===== src/rtl/dmem_bridge_if.sv =====
// Purpose : bundles the MEM-stage request/response and SRAM port signals of dmem_bridge.
// Latency : n/a (wires only).
// Backpressure: n/a; the stall/err handshake is carried by mem_stall and mem_err.
//
// Signal summary:
//   mem_ren/mem_wen/mem_addr/mem_dout : MEM-stage request (driven by the pipeline)
//   mem_din/mem_stall/mem_err         : response to the pipeline (driven by the bridge)
//   ram_en/ram_we/ram_addr/ram_wdata  : SRAM command (driven by the bridge)
//   ram_rdata                         : SRAM read data (driven by the SRAM)
// Modports: slave = bridge view, master = pipeline + SRAM environment view.
interface dmem_bridge_if #(
    parameter int ADDR_WIDTH = 10
);
    logic                  mem_ren;
    logic                  mem_wen;
    logic [31:0]           mem_addr;
    logic [31:0]           mem_dout;
    logic [31:0]           mem_din;
    logic                  mem_stall;
    logic                  mem_err;
    logic                  ram_en;
    logic                  ram_we;
    logic [ADDR_WIDTH-1:0] ram_addr;
    logic [31:0]           ram_wdata;
    logic [31:0]           ram_rdata;

    modport slave (
        input  mem_ren, mem_wen, mem_addr, mem_dout, ram_rdata,
        output mem_din, mem_stall, mem_err, ram_en, ram_we, ram_addr, ram_wdata
    );

    modport master (
        output mem_ren, mem_wen, mem_addr, mem_dout, ram_rdata,
        input  mem_din, mem_stall, mem_err, ram_en, ram_we, ram_addr, ram_wdata
    );
endinterface


===== src/rtl/dmem_bridge.sv =====
// Purpose : MEM-stage data-memory access unit in front of a fixed-latency word SRAM.
// Latency : loads RD_LATENCY+2 cycles (data in DONE), stores 2 cycles, rejects 1 cycle + err pulse.
// Backpressure: mem_stall holds IF..MEM from the load request cycle until the cycle before DONE.
//
// Ports:
//   i_clk  : core clock, single domain
//   i_rst  : synchronous active-high reset
//   bus    : dmem_bridge_if.slave -- pipeline request/response and SRAM command/data
module dmem_bridge #(
    parameter int ADDR_WIDTH = 10,
    parameter int RD_LATENCY = 2     // 1..15, must fit the 4-bit wait counter
) (
    input  logic           i_clk,
    input  logic           i_rst,
    dmem_bridge_if.slave   bus
);

    typedef enum logic [1:0] {
        IDLE = 2'd0,
        WAIT = 2'd1,
        DONE = 2'd2
    } state_t;

    state_t      r_state;
    logic [3:0]  r_cnt;
    logic [31:0] r_din;
    logic        r_err;

    logic        w_req;
    logic        w_bad;
    logic        w_ok;

    // Any address bit above the SRAM window, or a non-word-aligned byte
    // offset, makes the access illegal. The shift form stays well defined
    // even when the window reaches the top of the 32-bit space.
    assign w_req = bus.mem_ren | bus.mem_wen;
    assign w_bad = (bus.mem_addr[1:0] != 2'b00) |
                   ((bus.mem_addr >> (ADDR_WIDTH + 2)) != 32'd0);
    assign w_ok  = w_req & ~w_bad;

    // Command and stall are combinational so a load reaches the SRAM in the
    // same cycle the pipeline presents it; only IDLE ever issues a command,
    // which is what keeps the still-visible request from being replayed in DONE.
    always_comb begin
        bus.ram_en    = 1'b0;
        bus.ram_we    = 1'b0;
        bus.mem_stall = 1'b0;
        bus.ram_addr  = bus.mem_addr[ADDR_WIDTH+1:2];
        bus.ram_wdata = bus.mem_dout;
        case (r_state)
            IDLE: begin
                bus.ram_en    = w_ok;
                bus.ram_we    = w_ok & bus.mem_wen;
                // A write wins over a simultaneous read, so only a pure read stalls.
                bus.mem_stall = w_ok & ~bus.mem_wen;
            end
            WAIT: begin
                bus.mem_stall = 1'b1;
            end
            default: begin
            end
        endcase
    end

    assign bus.mem_din = r_din;
    assign bus.mem_err = r_err;

    always_ff @(posedge i_clk) begin
        if (i_rst) begin
            // Dropping out of WAIT here abandons the in-flight SRAM read;
            // its data simply never gets sampled.
            r_state <= IDLE;
            r_cnt   <= 4'd0;
            r_din   <= 32'd0;
            r_err   <= 1'b0;
        end else begin
            r_err <= 1'b0;
            case (r_state)
                IDLE: begin
                    if (w_ok && bus.mem_wen) begin
                        r_state <= DONE;
                    end else if (w_ok) begin
                        // Counts the cycles still to go before ram_rdata is valid.
                        r_cnt   <= 4'(RD_LATENCY - 1);
                        r_state <= WAIT;
                    end else if (w_req) begin
                        r_err <= 1'b1;
                        r_din <= 32'd0;
                    end
                end
                WAIT: begin
                    if (r_cnt == 4'd0) begin
                        r_din   <= bus.ram_rdata;
                        r_state <= DONE;
                    end else begin
                        r_cnt <= r_cnt - 4'd1;
                    end
                end
                DONE: begin
                    r_state <= IDLE;
                end
                default: begin
                    r_state <= IDLE;
                end
            endcase
        end
    end

endmodule


===== src/flat_wrapper.sv =====
// flat-port wrapper written by rule: the top's interface ports become plain ports
module dmem_bridge_flat 
#(
    parameter int ADDR_WIDTH = 10,
    parameter int RD_LATENCY = 2                                              
)
  (i_clk, i_rst, bus_mem_ren, bus_mem_wen, bus_mem_addr, bus_mem_dout, bus_ram_rdata, bus_mem_din, bus_mem_stall, bus_mem_err, bus_ram_en, bus_ram_we, bus_ram_addr, bus_ram_wdata);
  dmem_bridge_if #(.ADDR_WIDTH(ADDR_WIDTH)) bus_i ();
  input  logic i_clk;
  input  logic i_rst;
  input wire logic [$bits(bus_i.mem_ren)-1:0] bus_mem_ren;
  input wire logic [$bits(bus_i.mem_wen)-1:0] bus_mem_wen;
  input wire logic [$bits(bus_i.mem_addr)-1:0] bus_mem_addr;
  input wire logic [$bits(bus_i.mem_dout)-1:0] bus_mem_dout;
  input wire logic [$bits(bus_i.ram_rdata)-1:0] bus_ram_rdata;
  output wire logic [$bits(bus_i.mem_din)-1:0] bus_mem_din;
  output wire logic [$bits(bus_i.mem_stall)-1:0] bus_mem_stall;
  output wire logic [$bits(bus_i.mem_err)-1:0] bus_mem_err;
  output wire logic [$bits(bus_i.ram_en)-1:0] bus_ram_en;
  output wire logic [$bits(bus_i.ram_we)-1:0] bus_ram_we;
  output wire logic [$bits(bus_i.ram_addr)-1:0] bus_ram_addr;
  output wire logic [$bits(bus_i.ram_wdata)-1:0] bus_ram_wdata;
  assign bus_i.mem_ren = bus_mem_ren;
  assign bus_i.mem_wen = bus_mem_wen;
  assign bus_i.mem_addr = bus_mem_addr;
  assign bus_i.mem_dout = bus_mem_dout;
  assign bus_i.ram_rdata = bus_ram_rdata;
  assign bus_mem_din = bus_i.mem_din;
  assign bus_mem_stall = bus_i.mem_stall;
  assign bus_mem_err = bus_i.mem_err;
  assign bus_ram_en = bus_i.ram_en;
  assign bus_ram_we = bus_i.ram_we;
  assign bus_ram_addr = bus_i.ram_addr;
  assign bus_ram_wdata = bus_i.ram_wdata;
  dmem_bridge #(.ADDR_WIDTH(ADDR_WIDTH), .RD_LATENCY(RD_LATENCY)) u_core (.i_clk(i_clk), .i_rst(i_rst), .bus(bus_i));
endmodule

===== config.mk =====
export PLATFORM = sky130hd
export DESIGN_NAME = dmem_bridge_flat
export DESIGN_NICKNAME = d
export VERILOG_FILES = /design/src/rtl/dmem_bridge_if.sv /design/src/rtl/dmem_bridge.sv /design/src/flat_wrapper.sv
export SDC_FILE = /design/constraint.sdc
export NUM_CORES = 1
export LEC_CHECK = 0
export BUFFER_PORTS_ARGS = -buffer_cell sky130_fd_sc_hd__buf_2
export CAP_MARGIN = 40
export CELL_PAD_IN_SITES_DETAIL_PLACEMENT = 1
export CELL_PAD_IN_SITES_GLOBAL_PLACEMENT = 1
export CORE_ASPECT_RATIO = 0.75
export CORE_UTILIZATION = 23
export CTS_CLUSTER_DIAMETER = 150
export CTS_CLUSTER_SIZE = 8
export DETAILED_ROUTE_END_ITERATION = 16
export MAX_ROUTING_LAYER = met4
export PLACE_DENSITY_LB_ADDON = 0.1
export SYNTH_ARGS = -nofsm -noshare
export SYNTH_HDL_FRONTEND = slang
export SYNTH_SLANG_ARGS = --single-unit

===== constraint.sdc =====
create_clock -name i_clk -period 2 [get_ports i_clk]
set_input_delay 0.1 -clock i_clk [delete_from_list [all_inputs] [get_ports i_clk]]
set_output_delay 0.1 -clock i_clk [all_outputs]
set_load 0.02 [all_outputs]

# == Word level (Yosys, flattened, before mapping) ==
# Index checks and enable logic that the tools add are counted.
# totals
reg_bits,39
# classes
eq_ne,8
n_addsub,1
n_bitwise,8
n_reduce_logical,10
muxes,17
# op_table
cell,count
32-bit two-way mux,4
32-bit one-hot mux with 2 select lines,1
32-bit nonzero test,1
4-bit two-way mux,3
4-bit one-hot mux with 2 select lines,1
2-bit two-way mux,3
"2-bit by 1-bit != test with 1-bit output, second input constant",3
"2-bit != test, second input constant",3
5-bit AND reduction,1
4-bit zero test,1
2-bit one-hot mux with 2 select lines,1
4-bit AND reduction,1
2-bit nonzero test,2
4-bit OR reduction,1
"4-bit by 1-bit subtractor with 4-bit output, second input constant",1
1-bit AND,3
1-bit two-way mux,3
"3-bit by 1-bit != test with 1-bit output, second input constant",1
1-bit NOT,3
"2-bit by 1-bit equality test with 1-bit output, second input constant",1
2-bit zero test,1
1-bit bitwise OR,2
1-bit one-hot mux with 2 select lines,1
2-bit AND reduction,1
1-bit logical AND,1

# == Longest topological paths before layout ==
# logic_depth
ltp_word,7
depth_mapped,7
depth_no_buf,6

# == Worst setup path after synthesis ==
# No wires, ideal clock.
# synth_timing
kind,input -> output
startpoint,in bus_mem_addr[1]
endpoint,out bus_ram_we
cell_stages,4
arrival_ps,1767
path_slack_ps,133
cell_sequence,nor4_2 nand4_2 nor4_1 and2_1
# synth_via
elab_chain_len,6
# synth_rtl
item,line,source
"start, declared",flat_wrapper.sv:13,input wire logic [$bits(bus_i.mem_addr)-1:0] bus_mem_addr;
2-bit nonzero test,dmem_bridge.sv:37,assign w_bad = (bus.mem_addr[1:0] != 2'b00) |
1-bit bitwise OR,dmem_bridge.sv:37,
1-bit NOT,dmem_bridge.sv:39,assign w_ok = w_req & ~w_bad;
1-bit AND,dmem_bridge.sv:39,
1-bit AND,dmem_bridge.sv:53,bus.ram_we = w_ok & bus.mem_wen;
1-bit two-way mux,dmem_bridge.sv:50,case (r_state)
"end, declared",flat_wrapper.sv:20,output wire logic [$bits(bus_i.ram_we)-1:0] bus_ram_we;
# No other way between the ends.

# == Final worst setup path ==
# layout_timing
startpoint,reg u_core.r_cnt[0]
endpoint,reg u_core.r_din[6] (netlist: u_core.bus.mem_din[6])
# layout_via
elab_chain_len,3
# layout_rtl
item,line,source
"start, declared",dmem_bridge.sv:25,logic [3:0] r_cnt;
"start signal, assigned",dmem_bridge.sv:84,r_cnt <= 4'(RD_LATENCY - 1);
"start signal, assigned",dmem_bridge.sv:96,r_cnt <= r_cnt - 4'd1;
4-bit zero test,dmem_bridge.sv:92,if (r_cnt == 4'd0) begin
2-bit by 1-bit != test with 1-bit output (no line),n/a,
5-bit AND reduction (no line),n/a,
"end signal, assigned",dmem_bridge.sv:93,r_din <= bus.ram_rdata;
"end, declared",dmem_bridge.sv:26,logic [31:0] r_din;
# No other way between the ends.
# A chain may end at the register's enable or synchronous reset.

==> flow_summary_export.csv <==
group,metric,value,unit
outcome,status,"complete, no violations",
timing,finalHoldViolations,0,
clocking,tritoncts,"done",
worst_setup_path,slowest_delay,0.34,ns
drt,drt_wl_total,5620,um
worst_setup_path,critPathCaptureType,"flop",
synthesis,synth_ff_type,"dfxtp_1",
global_route,antenna_found_initial,0,
layout,finalNonFillerCells,422,
worst_setup_path,crit_path_start_kind,"flop",
timing,tightest_slew,0.577,ns
worst_setup_path,r2r-start,"u_core.r_cnt[0]",
drt,drc,0,
worst_setup_path,crit_family,"compound AO/OA/AOI/OAI gates",
flow_run,drv_cap,0,
clocking,htreeDepth,2,
drt,drtPass1Iterations,4,
worst_setup_path,path_cells,"inv_1 -> ha_1 -> nand4bb_1 -> a21oi_1 -> o31a_4 -> buf_12 -> o21ai_0",
layout,areaGrowthSynthToFinish,20.8,%
die,die_x,114,um
clocking,post_cts_resized,0,
global_route,grt_pass1_vias,1807,
global_route,grt_pass1_wl,8940,um
worst_setup_path,crit_required,2.15,ns
placed_design,io_buffers,93,
timing,slew_viol_final,0,
worst_setup_path,slowest_stage,"dfxtp_1",
placed_design,place_hpwl,4210,um
worst_setup_path,rr_endpoint,"u_core.bus.mem_din[6]",
clocking,clockBufferDepth,2,
layout,layout_commonest_cell,"buf_2",
timing,setup_viol,0,
synthesis,synth_warnings,0,
layout,n_antenna_cell,0,
worst_setup_path,crit_type,"reg2reg",
global_route,grt_use_total,0.122,
synthesis,ys_seq_area_frac,0.359,
clocking,numCtsBuffers,5,
synthesis,ys_ff_latch,39,
die,initial_utilization,0.238,
placed_design,place_congestion,0.720,
drt,wl_per_cell,13.3,um
layout,nets,396,
drt,drt-initial-drc-count,49,
synthesis,avgSynthCellArea,9.06,um^2
clocking,clock_latency,0.27,ns
drt,vias,1727,
timing,fin_crit,1.70,ns
worst_setup_path,crit_arrival,1.85,ns
clocking,ctsHoldBuffers,0,
timing,clock_skew,0.00296,ns
layout,regArea,781,um^2
timing,timing.fmax,588,MHz
timing,rsz0062_at_grt,"false",
synthesis,synth_edf_count,0,
synthesis,synth_area,2170,um^2
drt,drtAntennaViolNets,0,
synthesis,syn-num-nets,342,
drt,avgViaCountPerCell,4.09,
die,fp-row-count,30,
layout,final_cell_mix,"buf_2 (93), dfxtp_1 (39), nand2b_1 (34)",
synthesis,syn_inst,240,
pwr,power_density,641,nW/um^2
timing,period_share,0.850,
layout,multi_input_area,972,um^2
layout,fillCellCount,1101,
die,die_height,86.2,um
worst_hold_path,hp-class,"in2reg",
worst_setup_path,rr_worst_depth,7,
die,fp.dieArea,9850,um^2
clocking,post-cts-setup-buffer-count,0,
worst_hold_path,min_path_cells,3,
global_route,overflow,0,
die,coreArea,9120,um^2
clocking,path_clk_slew,0.06,ns
clocking,cts_sinks,39,
worst_setup_path,timing.critical_path.buf_inv,2,
clocking,clockRootBuffer,"clkbuf_16",
layout,drive_above_1_share,0.510,
worst_setup_path,reg2reg_slack,0.30,ns
worst_hold_path,hp-start,"bus_ram_rdata[25]",
pwr,ir_drop,0.323,mV
placed_design,place_inst,415,
synthesis,synth_cell_type_count,35,
timing,tns,0,ns
die,ios,178,
worst_hold_path,hold_end,"u_core.bus.mem_din[25]",
synthesis,async_flop_share,0,
worst_setup_path,path_max_fanout,17,
global_route,grt_max_degree,27,
timing,maxSlewHeadroom,0.614,
pwr,leakage,0.00111,uW
area by class of cell:
| type | count | area share |
|---|---|---|
| clock inverters | 1 | 0.00191 |
| clock buffers | 6 | 0.0529 |
| well taps | 128 | 0.0610 |
| inverters | 3 | 0.00429 |
| repair buffers | 102 | 0.212 |
| flip-flops and latches | 39 | 0.297 |
| multi-input cells | 143 | 0.370 |
kinds of logic after synthesis:
logic type | Yosys count | synth area share
DFF | 39 | 0.359
muxes | 2 | 0.0104
adders and majority gates | 2 | 0.0115
buffers and inverters | 58 | 0.196
AOI/OAI and AO/OA | 47 | 0.183
and+or+nand+nor | 91 | 0.237
xor gates and xnor gates | 1 | 0.00403
synthesized netlist by cell type (2+ instances only):
cell | instances | area (um^2)
buf_4 | 42 | 315
dfxtp_1 | 39 | 781
nand2b_1 | 34 | 213
nand2_1 | 33 | 124
o21ai_2 | 30 | 263
clkbuf_1 | 9 | 33.8
nor3_1 | 6 | 30.0
nor4_1 | 5 | 31.3
nor2_1 | 4 | 15.0
buf_12 | 3 | 60.1
inv_1 | 3 | 11.3
nor4_2 | 3 | 37.5
a21oi_1 | 2 | 10.0
and2_1 | 2 | 12.5
ha_1 | 2 | 25.0
mux2_2 | 2 | 22.5
o21ai_0 | 2 | 10.0
o22ai_1 | 2 | 12.5
power breakdown:
part           total (uW)  internal [uW]  switching (uW)
Clock                 780            486             294
Sequential            779            778           0.263
Combinational         125           65.5            59.3
through the flow:
step	hold WS (ns)	setup slack (ns)	util	instance area [um^2]	total power (uW)
floorplan	0.209	0.133	-	2170	975
global placement	0.200	0.341	0.272	2480	922
detailed placement	0.200	0.297	0.272	2480	925
CTS	0.0153	0.284	0.288	2630	1720
global route	0.0182	0.161	0.288	2630	1780
finish	0.0184	0.300	0.288	2630	1680
how the worst max path moves through the flow:
stage                           from                    end  slack (ns)  cells after the start
finish               u_core.r_cnt[0]  u_core.bus.mem_din[6]        0.30                      7
global placement    bus_mem_addr[13]          bus_mem_stall        0.34                      6
floorplan            bus_mem_addr[1]             bus_ram_we        0.13                      4
global route         u_core.r_cnt[0]  u_core.bus.mem_din[6]        0.16                      7
detailed placement   u_core.r_cnt[0]  u_core.bus.mem_din[6]        0.30                      7
CTS                  u_core.r_cnt[0]  u_core.bus.mem_din[6]        0.28                      7
tightest hold or removal path: cells and delay by family:
family	cells	cell delay, ns
and+or+nand+nor	1	0.05
AOI/OAI and AO/OA	1	0.04
buffers and inverters	1	0.07
per-layer routing:
layer	part of all wire	vias to the layer above	GRT usage
met3	0.065	20	0.0392
met2	0.41	64	0.175
met5	0	-	-
met4	0.025	0	0.0472
met1	0.50	772	0.157
li1	-	871	-
registers in the layout (all words and copies together), names as in the netlist:
| name | cells |
|---|---|
| u_core.r_cnt | 4 |
| u_core.r_state | 2 |
| u_core.bus.mem_din | 32 |
| u_core.bus.mem_err | 1 |
No activity file was read; power rests on OpenSTA's default activity.
